**config.mk**
```make
export PLATFORM = sky130hd
export DESIGN_NAME = fifo_unload_fsm_tmr
export DESIGN_NICKNAME = d
export VERILOG_FILES = /design/src/rtl/fifo_xfer_pkg.sv /design/src/rtl/fifo_unload_fsm_tmr_vote.sv /design/src/rtl/fifo_unload_fsm_tmr.sv
export SDC_FILE = /design/constraint.sdc
export NUM_CORES = 1
export LEC_CHECK = 0
export BUFFER_PORTS_ARGS = -buffer_cell sky130_fd_sc_hd__buf_2
export CAP_MARGIN = 20
export CORE_MARGIN = 4
export CORE_UTILIZATION = 46
export CTS_CLUSTER_DIAMETER = 30
export DETAILED_ROUTE_END_ITERATION = 8
export GPL_ROUTABILITY_DRIVEN = 0
export PLACE_DENSITY = 0.79
export SYNTH_ARGS = -nofsm -noshare
export SYNTH_HDL_FRONTEND = slang
export SYNTH_SLANG_ARGS = --single-unit
```
**constraint.sdc**
```tcl
create_clock -name CLK -period 1.8 [get_ports CLK]
set_clock_uncertainty 0.1 [all_clocks]
set_input_delay 0.54 -clock CLK [delete_from_list [all_inputs] [get_ports CLK]]
set_output_delay 0.54 -clock CLK [all_outputs]
set_load 0.03 [all_outputs]
```
**src/rtl/fifo_xfer_pkg.sv**
```systemverilog
// Shared word-layout and state definitions for the event sample FIFO.
// The load FSM and the unload FSM both import this package so that both ends
// agree on the number of words per sample and on the counter widths.
package fifo_xfer_pkg;

  // Unload controller states; the encoding is fixed so that the three
  // redundant copies can be compared bit by bit.
  typedef enum logic [1:0] {
    ST_IDLE  = 2'b00,
    ST_READ  = 2'b01,
    ST_DRAIN = 2'b10,
    ST_DONE  = 2'b11
  } xfer_state_e;

  localparam int NWORDS_DEF = 6;   // words per sample
  localparam int SAMP_W_DEF = 7;   // sample counter width
  localparam int CNT_W_DEF  = 16;  // SEU error counter width
  localparam int SEL_W      = 3;   // word index width

endpackage

```
**src/rtl/fifo_unload_fsm_tmr_vote.sv**
```systemverilog
// Bitwise 2-of-3 majority voter for one triplicated register group.
// mismatch flags any bit position where the three copies are not unanimous.
module tmr_vote #(
  parameter int W = 1
) (
  input  logic [W-1:0] a,
  input  logic [W-1:0] b,
  input  logic [W-1:0] c,
  output logic [W-1:0] voted,
  output logic         mismatch
);

  assign voted    = (a & b) | (a & c) | (b & c);
  assign mismatch = |((a ^ b) | (a ^ c));

endmodule

```
**src/rtl/fifo_unload_fsm_tmr.sv**
```systemverilog
// Read-side controller for the per-event sample FIFO.
// Drains NWORDS words per sample for samples 0..SAMP_MAX under FIFO-empty and
// downstream back-pressure, tagging each delivered word with SEL, SAMPLE and
// LAST. Every control register is held in three copies; all next-value logic
// works on voted values and any copy disagreement bumps a saturating counter.
module fifo_unload_fsm_tmr
  import fifo_xfer_pkg::*;
#(
  parameter int NWORDS = NWORDS_DEF,
  parameter int SAMP_W = SAMP_W_DEF,
  parameter int CNT_W  = CNT_W_DEF
) (
  input  logic              CLK,
  input  logic              RST,
  input  logic [SAMP_W-1:0] SAMP_MAX,
  input  logic              START,
  input  logic              FIFO_EMPTY,
  input  logic              DS_READY,
  output logic              RDENA,
  output logic [SEL_W-1:0]  SEL,
  output logic [SAMP_W-1:0] SAMPLE,
  output logic              DVALID,
  output logic              LAST,
  output logic              BUSY,
  output logic              DONE,
  output logic [CNT_W-1:0]  TMR_ERR_COUNT
);

  localparam logic [SEL_W-1:0]  LAST_SEL = SEL_W'(NWORDS - 1);
  localparam logic [SEL_W-1:0]  SEL_ONE  = SEL_W'(1);
  localparam logic [SEL_W-1:0]  SEL_ZERO = SEL_W'(0);
  localparam logic [SAMP_W-1:0] SAMP_ONE = SAMP_W'(1);
  localparam logic [SAMP_W-1:0] SAMP_ZRO = SAMP_W'(0);
  localparam logic [CNT_W-1:0]  CNT_SAT  = {CNT_W{1'b1}};
  localparam int CTR_W = SEL_W + 2 * SAMP_W;      // {rsel, rsamp, smax}
  localparam int OUT_W = SEL_W + SAMP_W + 3;      // {sel, sample, dvalid, last, done}

  // Three copies of every register group
  logic [1:0]       state_q0, state_q1, state_q2;
  logic [CTR_W-1:0] ctr_q0, ctr_q1, ctr_q2;
  logic [OUT_W-1:0] out_q0, out_q1, out_q2;
  logic [CNT_W-1:0] cnt_q0, cnt_q1, cnt_q2;

  // Voted views and disagreement flags
  logic [1:0]       state_vote_s;
  logic [CTR_W-1:0] ctr_vote_s;
  logic [OUT_W-1:0] out_vote_s;
  logic [CNT_W-1:0] cnt_vote_s;
  logic             mm_state_s, mm_ctr_s, mm_out_s, mm_cnt_s;
  logic             err_s;

  xfer_state_e       state_v, state_d;
  logic [SEL_W-1:0]  rsel_v, rsel_d, rsel_eff_s;
  logic [SAMP_W-1:0] rsamp_v, rsamp_d;
  logic [SAMP_W-1:0] smax_v, smax_d;
  logic [SEL_W-1:0]  sel_v, sel_d;
  logic [SAMP_W-1:0] samp_v, samp_d;
  logic              dvalid_v, dvalid_d;
  logic              last_v, last_d;
  logic              done_v, done_d;
  logic [CNT_W-1:0]  cnt_d;
  logic              rdena_s, term_s;
  logic [CTR_W-1:0]  ctr_d;
  logic [OUT_W-1:0]  out_d;

  tmr_vote #(.W(2)) u_vote_state (
    .a(state_q0), .b(state_q1), .c(state_q2), .voted(state_vote_s), .mismatch(mm_state_s)
  );
  tmr_vote #(.W(CTR_W)) u_vote_ctr (
    .a(ctr_q0), .b(ctr_q1), .c(ctr_q2), .voted(ctr_vote_s), .mismatch(mm_ctr_s)
  );
  tmr_vote #(.W(OUT_W)) u_vote_out (
    .a(out_q0), .b(out_q1), .c(out_q2), .voted(out_vote_s), .mismatch(mm_out_s)
  );
  tmr_vote #(.W(CNT_W)) u_vote_cnt (
    .a(cnt_q0), .b(cnt_q1), .c(cnt_q2), .voted(cnt_vote_s), .mismatch(mm_cnt_s)
  );

  assign state_v = xfer_state_e'(state_vote_s);
  assign {rsel_v, rsamp_v, smax_v} = ctr_vote_s;
  assign {sel_v, samp_v, dvalid_v, last_v, done_v} = out_vote_s;
  assign err_s = mm_state_s | mm_ctr_s | mm_out_s | mm_cnt_s;
  assign ctr_d = {rsel_d, rsamp_d, smax_d};
  assign out_d = {sel_d, samp_d, dvalid_d, last_d, done_d};

  // Read qualification: an out-of-range word index is clamped to the last word
  // so a corrupted counter still wraps on the next read.
  always_comb begin
    if (rsel_v > LAST_SEL) begin
      rsel_eff_s = LAST_SEL;
    end else begin
      rsel_eff_s = rsel_v;
    end
    rdena_s = (state_v == ST_READ) && !FIFO_EMPTY && DS_READY;
    term_s  = (rsamp_v == smax_v) && (rsel_eff_s == LAST_SEL);
  end

  // State register: all three copies load the same voted next value
  always_ff @(posedge CLK or posedge RST) begin
    if (RST) begin
      state_q0 <= 2'b00;
      state_q1 <= 2'b00;
      state_q2 <= 2'b00;
      ctr_q0   <= {CTR_W{1'b0}};
      ctr_q1   <= {CTR_W{1'b0}};
      ctr_q2   <= {CTR_W{1'b0}};
      out_q0   <= {OUT_W{1'b0}};
      out_q1   <= {OUT_W{1'b0}};
      out_q2   <= {OUT_W{1'b0}};
      cnt_q0   <= {CNT_W{1'b0}};
      cnt_q1   <= {CNT_W{1'b0}};
      cnt_q2   <= {CNT_W{1'b0}};
    end else begin
      state_q0 <= state_d;
      state_q1 <= state_d;
      state_q2 <= state_d;
      ctr_q0   <= ctr_d;
      ctr_q1   <= ctr_d;
      ctr_q2   <= ctr_d;
      out_q0   <= out_d;
      out_q1   <= out_d;
      out_q2   <= out_d;
      cnt_q0   <= cnt_d;
      cnt_q1   <= cnt_d;
      cnt_q2   <= cnt_d;
    end
  end

  // Next state and read counters; START is only honoured in Idle
  always_comb begin
    state_d = state_v;
    rsel_d  = rsel_v;
    rsamp_d = rsamp_v;
    smax_d  = smax_v;
    case (state_v)
      ST_IDLE: begin
        if (START) begin
          state_d = ST_READ;
          rsel_d  = SEL_ZERO;
          rsamp_d = SAMP_ZRO;
          smax_d  = SAMP_MAX;
        end else begin
          state_d = ST_IDLE;
        end
      end
      ST_READ: begin
        if (rdena_s) begin
          if (rsel_eff_s == LAST_SEL) begin
            rsel_d = SEL_ZERO;
            if (term_s) begin
              // final word: stop here so rsamp never wraps past smax
              state_d = ST_DRAIN;
              rsamp_d = rsamp_v;
            end else begin
              state_d = ST_READ;
              rsamp_d = rsamp_v + SAMP_ONE;
            end
          end else begin
            state_d = ST_READ;
            rsel_d  = rsel_eff_s + SEL_ONE;
          end
        end else begin
          state_d = ST_READ;
        end
      end
      ST_DRAIN: state_d = ST_DONE;
      ST_DONE:  state_d = ST_IDLE;
      default:  state_d = ST_IDLE;
    endcase
  end

  // Output pipeline next values: data tags follow RDENA by one cycle
  always_comb begin
    dvalid_d = rdena_s;
    last_d   = rdena_s & term_s;
    done_d   = (state_d == ST_DONE);
    if (rdena_s) begin
      sel_d  = rsel_eff_s;
      samp_d = rsamp_v;
    end else begin
      sel_d  = sel_v;
      samp_d = samp_v;
    end
  end

  // SEU counter next value: one step per cycle with any copy disagreement
  always_comb begin
    if (cnt_vote_s == CNT_SAT) begin
      cnt_d = cnt_vote_s;
    end else if (err_s) begin
      cnt_d = cnt_vote_s + CNT_W'(1);
    end else begin
      cnt_d = cnt_vote_s;
    end
  end

  assign RDENA         = rdena_s;
  assign SEL           = sel_v;
  assign SAMPLE        = samp_v;
  assign DVALID        = dvalid_v;
  assign LAST          = last_v;
  assign DONE          = done_v;
  assign BUSY          = (state_v != ST_IDLE);
  assign TMR_ERR_COUNT = cnt_vote_s;

endmodule

```
Word-level counts from Yosys, hierarchy flattened
Cells that the tools add are included.
{"block": "totals", "out_inout_bits": 31, "reg_bits": 48, "in_bits": 12}
{"block": "classes", "order_cmp": 1, "bitwise_logic": 24, "add_sub_neg": 3, "n_mux": 21, "n_reduce_logical": 10, "n_eq_ne": 7}
{"operator": "$or 17x17->17", "count": 3}
{"operator": "$mux 7", "count": 7}
{"operator": "$or 16x16->16", "count": 3}
{"operator": "$or 13x13->13", "count": 3}
{"operator": "$mux 16", "count": 2}
{"operator": "$and 17x17->17", "count": 1}
{"operator": "$reduce_or 17->1", "count": 1}
{"operator": "$xor 17x17->17", "count": 1}
{"operator": "$add 16x1->16 const B", "count": 1}
{"operator": "$and 16x16->16", "count": 1}
{"operator": "$eq 16x16->1 const B", "count": 1}
{"operator": "$reduce_or 16->1", "count": 1}
{"operator": "$xor 16x16->16", "count": 1}
{"operator": "$mux 3", "count": 5}
{"operator": "$pmux 7 s2", "count": 1}
{"operator": "$and 13x13->13", "count": 1}
{"operator": "$reduce_or 13->1", "count": 1}
{"operator": "$xor 13x13->13", "count": 1}
{"operator": "$pmux 2 s4", "count": 1}
{"operator": "$add 7x1->7 const B", "count": 1}
{"operator": "$eq 7x7->1", "count": 1}
{"operator": "$eq 2x2->1 const B", "count": 3}
{"operator": "$mux 2", "count": 3}
{"operator": "$or 2x2->2", "count": 3}
{"operator": "15 further kinds", "count": 19}

Depth between registers and ports, before layout
{"block": "logic_depth", "ltp_word": 12, "depth_mapped": 7}

Modules after synthesis
Synthesis repeated with hierarchy kept, for this count alone.
{"block": "hier_totals", "cells_unflattened": 372, "hier_area_um2": 4142.7}
{"module": "fifo_unload_fsm_tmr", "cells_per_inst": 194, "area_per_inst_um2": 2292.2, "instances": 1, "seq_area_each_um2": 1201.2}
{"module": "tmr_vote (u_vote_ctr)", "cells_per_inst": 64, "area_per_inst_um2": 655.6, "instances": 1, "seq_area_each_um2": 0.0}
{"module": "tmr_vote (u_vote_cnt)", "cells_per_inst": 59, "area_per_inst_um2": 615.6, "instances": 1, "seq_area_each_um2": 0.0}
{"module": "tmr_vote (u_vote_out)", "cells_per_inst": 48, "area_per_inst_um2": 504.2, "instances": 1, "seq_area_each_um2": 0.0}
{"module": "tmr_vote (u_vote_state)", "cells_per_inst": 7, "area_per_inst_um2": 75.1, "instances": 1, "seq_area_each_um2": 0.0}

Worst setup path after synthesis
OpenSTA, ideal clock, no wires.
{"block": "synth_timing", "path_kind": "input port to output port", "start": "input port FIFO_EMPTY", "end": "output port RDENA", "cell_stages": 4, "arrival_time_ns": 1.474, "required_time_ns": 1.160, "setup_slack_ns": -0.314, "path_cell_list": "and2b_1 -> nand2_4 -> inv_6 -> clkbuf_1"}
{"block": "synth_between", "elab_chain_cells": 3}
{"element": "start, declared", "line_no": "fifo_unload_fsm_tmr.sv:17", "rtl": "input logic FIFO_EMPTY,"}
{"element": "$logic_not 1->1", "line_no": "fifo_unload_fsm_tmr.sv:94", "rtl": "rdena_s = (state_v == ST_READ) && !FIFO_EMPTY && DS_READY;"}
{"element": "$logic_and 1x1->1 (2 in series)", "line_no": "fifo_unload_fsm_tmr.sv:94"}
{"element": "end, declared", "line_no": "fifo_unload_fsm_tmr.sv:19", "rtl": "output logic RDENA,"}
No other way between the ends.

Final worst setup path
{"block": "layout_timing", "start": "register state_q2[1]", "end": "output port RDENA"}
{"block": "layout_between", "elab_chain_cells": 6}
{"element": "start, declared", "line_no": "fifo_unload_fsm_tmr.sv:39", "rtl": "logic [1:0] state_q0, state_q1, state_q2;"}
{"element": "start signal, assigned", "line_no": "fifo_unload_fsm_tmr.sv:116", "rtl": "state_q2 <= state_d;"}
{"element": "$and 2x2->2 (*)", "line_no": "fifo_unload_fsm_tmr_vote.sv:13", "rtl": "assign voted = (a & b) | (a & c) | (b & c);"}
{"element": "$or 2x2->2", "line_no": "fifo_unload_fsm_tmr_vote.sv:13"}
{"element": "$or 2x2->2 (*)", "line_no": "fifo_unload_fsm_tmr_vote.sv:13"}
{"element": "$eq 2x1->1 (*)", "line_no": "fifo_unload_fsm_tmr.sv:94"}
{"element": "$logic_and 1x1->1 (*) (2 in series)", "line_no": "fifo_unload_fsm_tmr.sv:94"}
Mark *: on every way between the ends. The rest lies on a longest branch, timed or not.

==> impl_metrics.env <==
export IMPL_status="complete, but fails checks"
export IMPL_failed_checks="setup timing"
export IMPL_synthFlopType="dfrtp_1"
export IMPL_cts_tree="yes"
export IMPL_worst_slack_ps=-33.13
export IMPL_path_clk_slew_ps=90
export IMPL_synthTopCellsByCount="nand2_1 (35), dfrtp_1 (32), buf_4 (16), mux2_2 (8)"
export IMPL_reg2regPathDepth=8
export IMPL_r2r_start="state_q2[1]"
export IMPL_setup_violations=1
export IMPL_clock_root_buffer="clkbuf_4"
export IMPL_portBuffers=26
export IMPL_crit_path_end_kind="primary output"
export IMPL_drc=0
export IMPL_p_int_w=0.001562
export IMPL_die_area_um2=4468
export IMPL_wl_um=3141
export IMPL_dr_pass1_iters=4
export IMPL_grt_overflow_total=0
export IMPL_grtUsageTotal_pct=15.95
export IMPL_startpoint_type="flop"
export IMPL_fmax_mhz=545.5
export IMPL_switching_share_pct=37.29
export IMPL_wl_per_cell_um=12.46
export IMPL_via_per_inst=4.810
export IMPL_synth_distinct_cells=37
export IMPL_rsz0062_at_grt="true"
export IMPL_r2r_end="ctr_q2[12]"
export IMPL_avgSynthCellArea_um2=10.28
export IMPL_required_ps=1160
export IMPL_cts_max_level=2
export IMPL_cp_arrival_ps=1190
export IMPL_first_global_vias=1145
export IMPL_core_area_um2=3337
export IMPL_route_vias_total=1212
export IMPL_die_x_um=66.85
export IMPL_wl_met3_um=240
export IMPL_io_pins=43
export IMPL_ys_seq_area_share_pct=50.27
export IMPL_antenna_left=0
export IMPL_pwr_share_seq_pct=41.9
export IMPL_fin_crit_sh_pct=101.8
export IMPL_place_ws_ps=-94.64
export IMPL_wl_met2_um=1511
export IMPL_synth_largest_area_cell="dfrtp_1"
export IMPL_n_antenna_cell=0
export IMPL_synth_cells=155
export IMPL_antenna_found_initial=0
export IMPL_synth_top_area_share_pct=50.27
export IMPL_synth_area_top_cells="dfrtp_1 (50%), nand2_1 (8.2%), buf_4 (7.5%)"
export IMPL_met1Wirelength_um=1332
export IMPL_min_delay_path_class="in -> async"
export IMPL_drv_cap=0
export IMPL_synth_most_common_cell="nand2_1"
export IMPL_regArea_um2=800.8
export IMPL_synth_seq_cells=32
export IMPL_clock_path_buffers=2
export IMPL_numCtsBuffers=5
export IMPL_grt_pass1_wl_um=5181
export IMPL_crit_path_cell_trace="and2b_2, nand2_4, clkinv_4, buf_6"
export IMPL_period_minus_slack_ps=1833
export IMPL_synth_yosys_warnings=0
export IMPL_crit_type="reg -> out"
export IMPL_p_leak_nw=0.9819
export IMPL_p_total_w=0.002491
export IMPL_synth_edff_count=0
export IMPL_cts_sinks=32
export IMPL_power_frac_clock_pct=16.7
export IMPL_max_stage_delay_ps=380
export IMPL_slew_viol_final=0
export IMPL_cp_slowest_cell="dfrtp_1"
export IMPL_synth_area_um2=1593
export IMPL_powerDensity_nw_per_um2=1283
export IMPL_ys_async_sr_fraction_pct=100.0
export IMPL_r2r_slack_ps=50
export IMPL_start_util_pct=47.73
export IMPL_p_switching_w=0.0009290
export IMPL_ctsHoldBuffers=0
export IMPL_p_comb_share_pct=41.4
export IMPL_insertion_delay_ps=330
export IMPL_dp_hpwl_um=2296
export IMPL_worst_path_max_fanout=2
export IMPL_grt_max_degree=33
export IMPL_die_y_um=66.85
export IMPL_row_count=21
export IMPL_hold_viol_final=0
export IMPL_max_vdd_ir_drop_v=0.0006578
export IMPL_drive_gt1_share_pct=34.47
export IMPL_multi_input_area_um2=708.2
export IMPL_nets=218
export IMPL_routed_top_layer="met4"
export IMPL_area_growth_pct=21.92
export IMPL_drtIter0Drc=36
export IMPL_n_fill_cell=313
-- cell usage in the layout, fill, tap and decap left out, drive strengths merged, types with 2 or more instances in the layout --
cell    synthesis  final
dfrtp          32     32
mux2            8      8
o21ai           4      4
or2             3      3
nand2          36     36
o22ai           2      2
xnor2           7      7
o31ai           2      2
and2            2      2
o21a            3      3
nand3           3      3
inv             4      3
nor2            7      7
a31oi           2      2
mux2i           3      3
conb            1     16
clkbuf          1      8
nor2b           2      2
and2b           2      2
buf            17     46
a21oi           3      3
-- power groups by stage --
stage               clock network (W)  registers (W)  logic (W)
global placement                    0        0.00106   0.000944
finish                       0.000415        0.00105    0.00103
CTS                          0.000427        0.00105    0.00103
global route                 0.000462        0.00107    0.00114
detailed placement                  0        0.00107   0.000964
floorplan                           0        0.00116   0.000599
-- cell families after synthesis --
| family | after synthesis | synth area share [%] |
|---|---|---|
| compound gates | 22 | 10.92 |
| buf+inv | 22 | 9.348 |
| mux | 11 | 7.542 |
| fa+ha+maj | 1 | 0.7854 |
| other cells | 1 | 0.2354 |
| simple gates | 59 | 17.05 |
| xor+xnor | 7 | 3.849 |
| flops | 32 | 50.28 |
-- how the worst max path moves through the flow --
stage                startpoint         end  slack, ps  cells past startpoint
global route        state_q2[0]       RDENA       -100                      4
global placement     FIFO_EMPTY  ctr_q2[12]         -7                      8
detailed placement   FIFO_EMPTY  ctr_q2[12]        -90                      8
finish              state_q2[1]       RDENA        -30                      4
CTS                 state_q2[1]       RDENA        -40                      4
floorplan            FIFO_EMPTY  ctr_q2[12]         20                      7
-- repair_timing --
item,in CTS,in global routing
pin swaps,1,2
gates resized for setup,6,2
setup endpoints to repair,1,3
buffers inserted,4,1
-- final cells by class --
| class | count | share of cell area (%) |
|---|---|---|
| flip-flops and latches | 32 | 41.24 |
| well taps | 46 | 2.964 |
| clock buffers | 8 | 3.028 |
| repair buffers | 46 | 15.27 |
| multi-input cells | 116 | 36.47 |
| inverters | 4 | 1.031 |
-- metal layers --
layer  global-route usage (%)  vias up
met5                        0        -
li1                         -      593
met3                    5.396        9
met2                    26.49       42
met4                    6.091        0
met1                    18.95      568
-- sequential cells by signal, indices dropped and copies added (netlist names) --
signal,cells
ctr_q2,17
state_q2,2
out_q2,13
-- through the flow --
step | TNS (ps) | std cells | hold WS (ps) | cell area, um2 | utilization, %
2_1_floorplan | 0 | 170 | 390.0 | 1660 | -
3_3_place_gp | -12.40 | 239 | 358.2 | 1822 | 54.59
3_5_place_dp | -136.5 | 239 | 361.5 | 1822 | 54.59
4_1_cts | -38.31 | 251 | 182.7 | 1931 | 57.86
5_1_grt | -200.9 | 252 | 205.5 | 1942 | 58.19
6_report | -33.13 | 252 | 176.0 | 1942 | 58.19
-- critical path, delay by kind of cell, from the launching register on --
family | cells | cell delay, ps
and+or+nand+nor | 2 | 310
buffers and inverters | 2 | 160
DFF | 1 | 380
Note: power is estimated with default switching activity, not from simulation.
